## config.mk

```make
export PLATFORM = sky130hd
export DESIGN_NAME = bitdec_unit
export DESIGN_NICKNAME = d
export VERILOG_FILES = /design/src/rtl/bitdec_unit.sv
export SDC_FILE = /design/constraint.sdc
export NUM_CORES = 1
export LEC_CHECK = 0
export CAP_MARGIN = 20
export CORE_MARGIN = 3
export CORE_UTILIZATION = 50
export DETAILED_ROUTE_END_ITERATION = 10
export PLACE_DENSITY = 0.87
export SYNTH_ARGS = -nofsm -noshare
export SYNTH_HDL_FRONTEND = slang
export SYNTH_SLANG_ARGS = --single-unit
```

## constraint.sdc

```tcl
create_clock -name clk -period 4.4 [get_ports clk]
set_input_delay 1.32 -clock clk [delete_from_list [all_inputs] [get_ports clk]]
set_output_delay 1.32 -clock clk [all_outputs]
set_load 0.02 [all_outputs]
```

## src/rtl/bitdec_unit.sv

```systemverilog
// bitdec_unit: two-stage pipelined bit-index decode and single-bit manipulation
module bitdec_unit #(
  parameter int TAG_W = 5
) (
  input  logic             clk,
  input  logic             rst,
  input  logic             flush,
  input  logic             in_valid,
  output logic             in_ready,
  input  logic [2:0]       in_op,
  input  logic [31:0]      oprand1,
  input  logic [31:0]      oprand2,
  input  logic [TAG_W-1:0] in_tag,
  output logic             out_valid,
  input  logic             out_ready,
  output logic [31:0]      out_result,
  output logic [TAG_W-1:0] out_tag,
  output logic             busy
);
  localparam logic [2:0] DEC = 3'd0, BSET = 3'd1, BCLR = 3'd2, BINV = 3'd3, BEXT = 3'd4, MASK = 3'd5;
  logic             s1_valid, s2_valid, s2_take, s1_adv, xfer, bitop;
  logic [2:0]       s1_op;
  logic [31:0]      s1_a, s1_onehot, s1_lomask, onehot, lomask, res, s2_result;
  logic [TAG_W-1:0] s1_tag, s2_tag;
  logic             unused_hi;
  assign unused_hi = ^oprand2[31:6];
  // oprand2[5] set means n saturates to 32; otherwise n equals oprand2[4:0]
  always_comb begin
    s2_take  = !s2_valid | out_ready;
    s1_adv   = s1_valid & s2_take;
    in_ready = !rst & (!s1_valid | s2_take);
    xfer     = in_valid & in_ready;
    bitop    = (in_op == BSET) | (in_op == BCLR) | (in_op == BINV) | (in_op == BEXT);
    onehot   = (bitop | !oprand2[5]) ? 32'd1 << oprand2[4:0] : 32'd0;
    lomask   = oprand2[5] ? 32'hFFFF_FFFF : (32'd1 << oprand2[4:0]) - 32'd1;
    res      = s1_op == DEC  ? s1_onehot :
               s1_op == BSET ? s1_a | s1_onehot :
               s1_op == BCLR ? s1_a & ~s1_onehot :
               s1_op == BINV ? s1_a ^ s1_onehot :
               s1_op == BEXT ? {31'b0, |(s1_a & s1_onehot)} :
               s1_op == MASK ? s1_lomask : 32'd0;
  end
  always_ff @(posedge clk) begin
    if (rst) begin
      s1_valid  <= 1'b0;
      s2_valid  <= 1'b0;
      s2_result <= '0;
      s2_tag    <= '0;
    end else begin
      s1_valid <= !flush & (xfer | (s1_valid & !s1_adv));
      s2_valid <= !flush & (s1_adv | (s2_valid & !out_ready));
      if (s1_adv) begin
        s2_result <= res;
        s2_tag    <= s1_tag;
      end
    end
    if (xfer) begin
      s1_op     <= in_op;
      s1_a      <= oprand1;
      s1_tag    <= in_tag;
      s1_onehot <= onehot;
      s1_lomask <= lomask;
    end
  end
  assign out_valid  = s2_valid;
  assign out_result = s2_result;
  assign out_tag    = s2_tag;
  assign busy       = s1_valid | s2_valid;
endmodule

```

==> flow_metrics.py <==
metrics = {
    "synth": {
        "yosysMostFrequentCell": "edfxtp_1",
        "synthTopCellsByCount": "edfxtp_1, ha_1, inv_1",
        "yosysSeqAreaShare_pct": 48.5,
        "synth-warning-count": 0,
        "synth-seq-cells": 143,
        "synth_top_family_by_area": "compound AO/OA/AOI/OAI gates",
        "yosys.area_share.simple_pct": 12.7,
        "synth_top_area_share_pct": 38.8,
        "synth_edf_count": 104,
        "synth_mux_area_share_pct": 0.124,
        "syn_avg_cell_area_um2": 11.1,
        "synth_top_flop_cell": "edfxtp_1",
        "async_flop_share_pct": 0,
        "synthAdderAreaFrac_pct": 15.1,
        "synth_nets": 900,
        "synth_compound_area_share_pct": 15.5,
        "synth_largest_area_cell": "edfxtp_1",
        "synthXorXnorAreaFrac_pct": 0.109,
        "synth_cells": 726,
        "syn-cell-area_um2": 8050,
        "ys_types": 56,
        "synthTopCellsByArea": "edfxtp_1, ha_1, dfxtp_1",
    },
    "detailed_routing": {
        "remaining_drc_errors": 0,
        "num_vias": 6058,
        "dr.pass1.iters": 9,
        "ant_nets": 0,
        "vias_per_cell": 5.90,
        "first_iter_violations": 896,
        "totalWireLength_mm": 19.4,
        "wl_per_cell_um": 18.9,
    },
    "clock_network": {
        "clockRootBuffer": "clkbuf_16",
        "tritoncts": "done",
        "clk_path_buf_depth": 2,
        "cts_max_level": 4,
        "cts-resized-gates": 0,
        "post-cts-setup-buffer-count": 0,
        "clk_latency_ns": 0.43,
        "cts.sinks": 143,
        "path_clk_slew_ns": 0.06,
        "holdBufCountCts": 0,
        "numCtsBuffers": 17,
    },
    "global_routing": {
        "grt_use_total_pct": 22.0,
        "grt_pass1_wl_mm": 30.8,
        "grt_pass1_vias": 5958,
        "grt.overflow.total": 0,
        "antenna_found_initial": 0,
        "grt_max_degree": 42,
    },
    "finish": {
        "area_growth_pct": 21.9,
        "drive_gt1_share_pct": 11.5,
        "n_antenna_cell": 0,
        "final_nets": 977,
    },
    "sta": {
        "worst_pin_slew_ns": 0.860,
        "tns_ns": 0,
        "rsz0062_at_grt": "no",
        "timing.final.crit_share_pct": 94.7,
        "final_max_slew_viol_count": 0,
        "fin_skew_ns": 0.00793,
        "finalCriticalPeriod_ns": 4.17,
        "worst_slack_ns": 0.235,
        "finalHoldViolations": 0,
        "timing.fmax_ghz": 0.240,
        "slew_headroom_pct": 42.6,
        "setup_viol": 0,
    },
    "floorplan": {
        "initial_utilization_pct": 52.0,
        "row_count": 45,
        "die_y_um": 133,
        "dieWidth_um": 133,
        "core_um2": 15500,
        "dieArea_um2": 17700,
        "pin_count": 117,
    },
    "critical_path": {
        "start_kind": "input pin",
        "cp.required_ns": 3.08,
        "worstPathMaxFanout": 5,
        "cpMaxStageDelayCell": "clkdlybuf4s50_1",
        "cpMostUsedCell": "clkdlybuf4s50_1",
        "cpPeakStageDelay_ns": 0.63,
        "path_delay_family": "buffers and inverters",
        "crit_arrival_ns": 2.85,
        "end_kind": "output port",
        "crit_buf_inv": 2,
        "worstSetupPathType": "input pin to output port",
        "cp_cell_sequence": "clkdlybuf4s50_1, and2b_1, a21oi_1, clkdlybuf4s50_1",
    },
    "power_and_ir_drop": {
        "p_leak_uw": 0.00420,
        "powerDensity_nw_per_um2": 381,
        "finalPower_uw": 3740,
        "max-vdd-ir-drop_mv": 0.282,
    },
    "placed_design": {
        "dp_worst_setup_slack_ns": 0.240,
        "gp_congestion": 0.895,
        "port_buffers": 90,
        "hpwl_mm": 12.3,
    },
    "run_status": {
        "status": "finished clean",
    },
    "hold_path": {
        "hold_path_class": "register to register",
    },
    "flow_run": {
        "cap_violations": 0,
    },
}
[stage by stage]
step           std cells  cell area, µm²  utilization, %  hold WS (ns)
2_1_floorplan        726            8050               -         0.471
3_3_place_gp         994            9100            58.8         0.440
3_5_place_dp         994            9100            58.8         0.450
4_1_cts             1026            9800            63.3         0.458
5_1_grt             1027            9810            63.4         0.482
6_report            1027            9810            63.4         0.454
[cell families (layout without fill, tap and decap cells)]
group                    count (synthesis)  in the layout
XOR/XNOR                                 1              1
multiplexers                             1              1
AND/OR/NAND/NOR                        181            181
flip-flops                             143            143
AO/OA/AOI/OAI                          154            154
buffers and inverters                  149            239
adder cells (fa/ha/maj)                 97             97
[flip-flops by register name, summed over array words and instances, names as in the netlist]
signal,count
out_tag,5
s1_tag,5
s1_lomask,32
s1_op,3
out_valid,1
s1_valid,1
out_result,32
s1_onehot,32
s1_a,32
[per-layer routing]
layer  track usage, %  vias to the layer above  routed length, µm
li1                 -                     2763                  -
met1             28.5                     2922               7810
met2             35.0                      319               9300
met3             4.60                       54               1610
met4             10.9                        0                648
met5                0                        -                  0
[cells in the final DEF (no fill, tap or decap), drive strengths merged, types with 5 or more instances in the layout]
master | netlist | layout
a21o | 7 | 7
a21oi | 10 | 10
a222oi | 30 | 30
a22oi | 34 | 34
buf | 33 | 19
bufinv | 0 | 7
clkbuf | 17 | 18
clkdlybuf4s50 | 0 | 89
dfxtp | 39 | 39
edfxtp | 104 | 104
ha | 97 | 97
inv | 99 | 100
nand2 | 28 | 28
nand2b | 7 | 7
nand3 | 5 | 5
nor2 | 69 | 69
nor3 | 42 | 42
nor4 | 8 | 8
o211a | 30 | 30
o21ai | 19 | 19
or2 | 5 | 5
[final timing paths]
path                            startpoint        endpoint  slack, ns  cells after the start
worst min register to register  out_tag[4]      out_tag[4]       0.45                      2
worst min-delay path            out_tag[4]      out_tag[4]       0.45                      2
worst max-delay path             out_ready        in_ready       0.23                      4
worst max register to register    s1_op[1]  out_result[24]       1.96                      6
[power by group]
| part | switching [µW] | total (µW) | internal [µW] |
|---|---|---|---|
| logic | 257 | 449 | 192 |
| registers | 57.3 | 1590 | 1530 |
| clock network | 562 | 1700 | 1130 |
[worst reg2reg max path: stages (launching register included)]
cell and delay [ns]:
edfxtp_1 0.36, buf_4 0.27, nor3b_4 0.84, buf_4 0.37
a222oi_1 0.17, o211a_1 0.20, nor3_2 0.15
[cell type report]
cell class,count,area (µm²)
fillers,1145,5670
inverters,99,372
repair buffers,108,1060
multi-input cells,434,3510
well taps,211,264
clock buffers,18,439
flip-flops and latches,143,3900
clock inverters,14,260
Note: power is estimated with default switching activity, not from simulation.
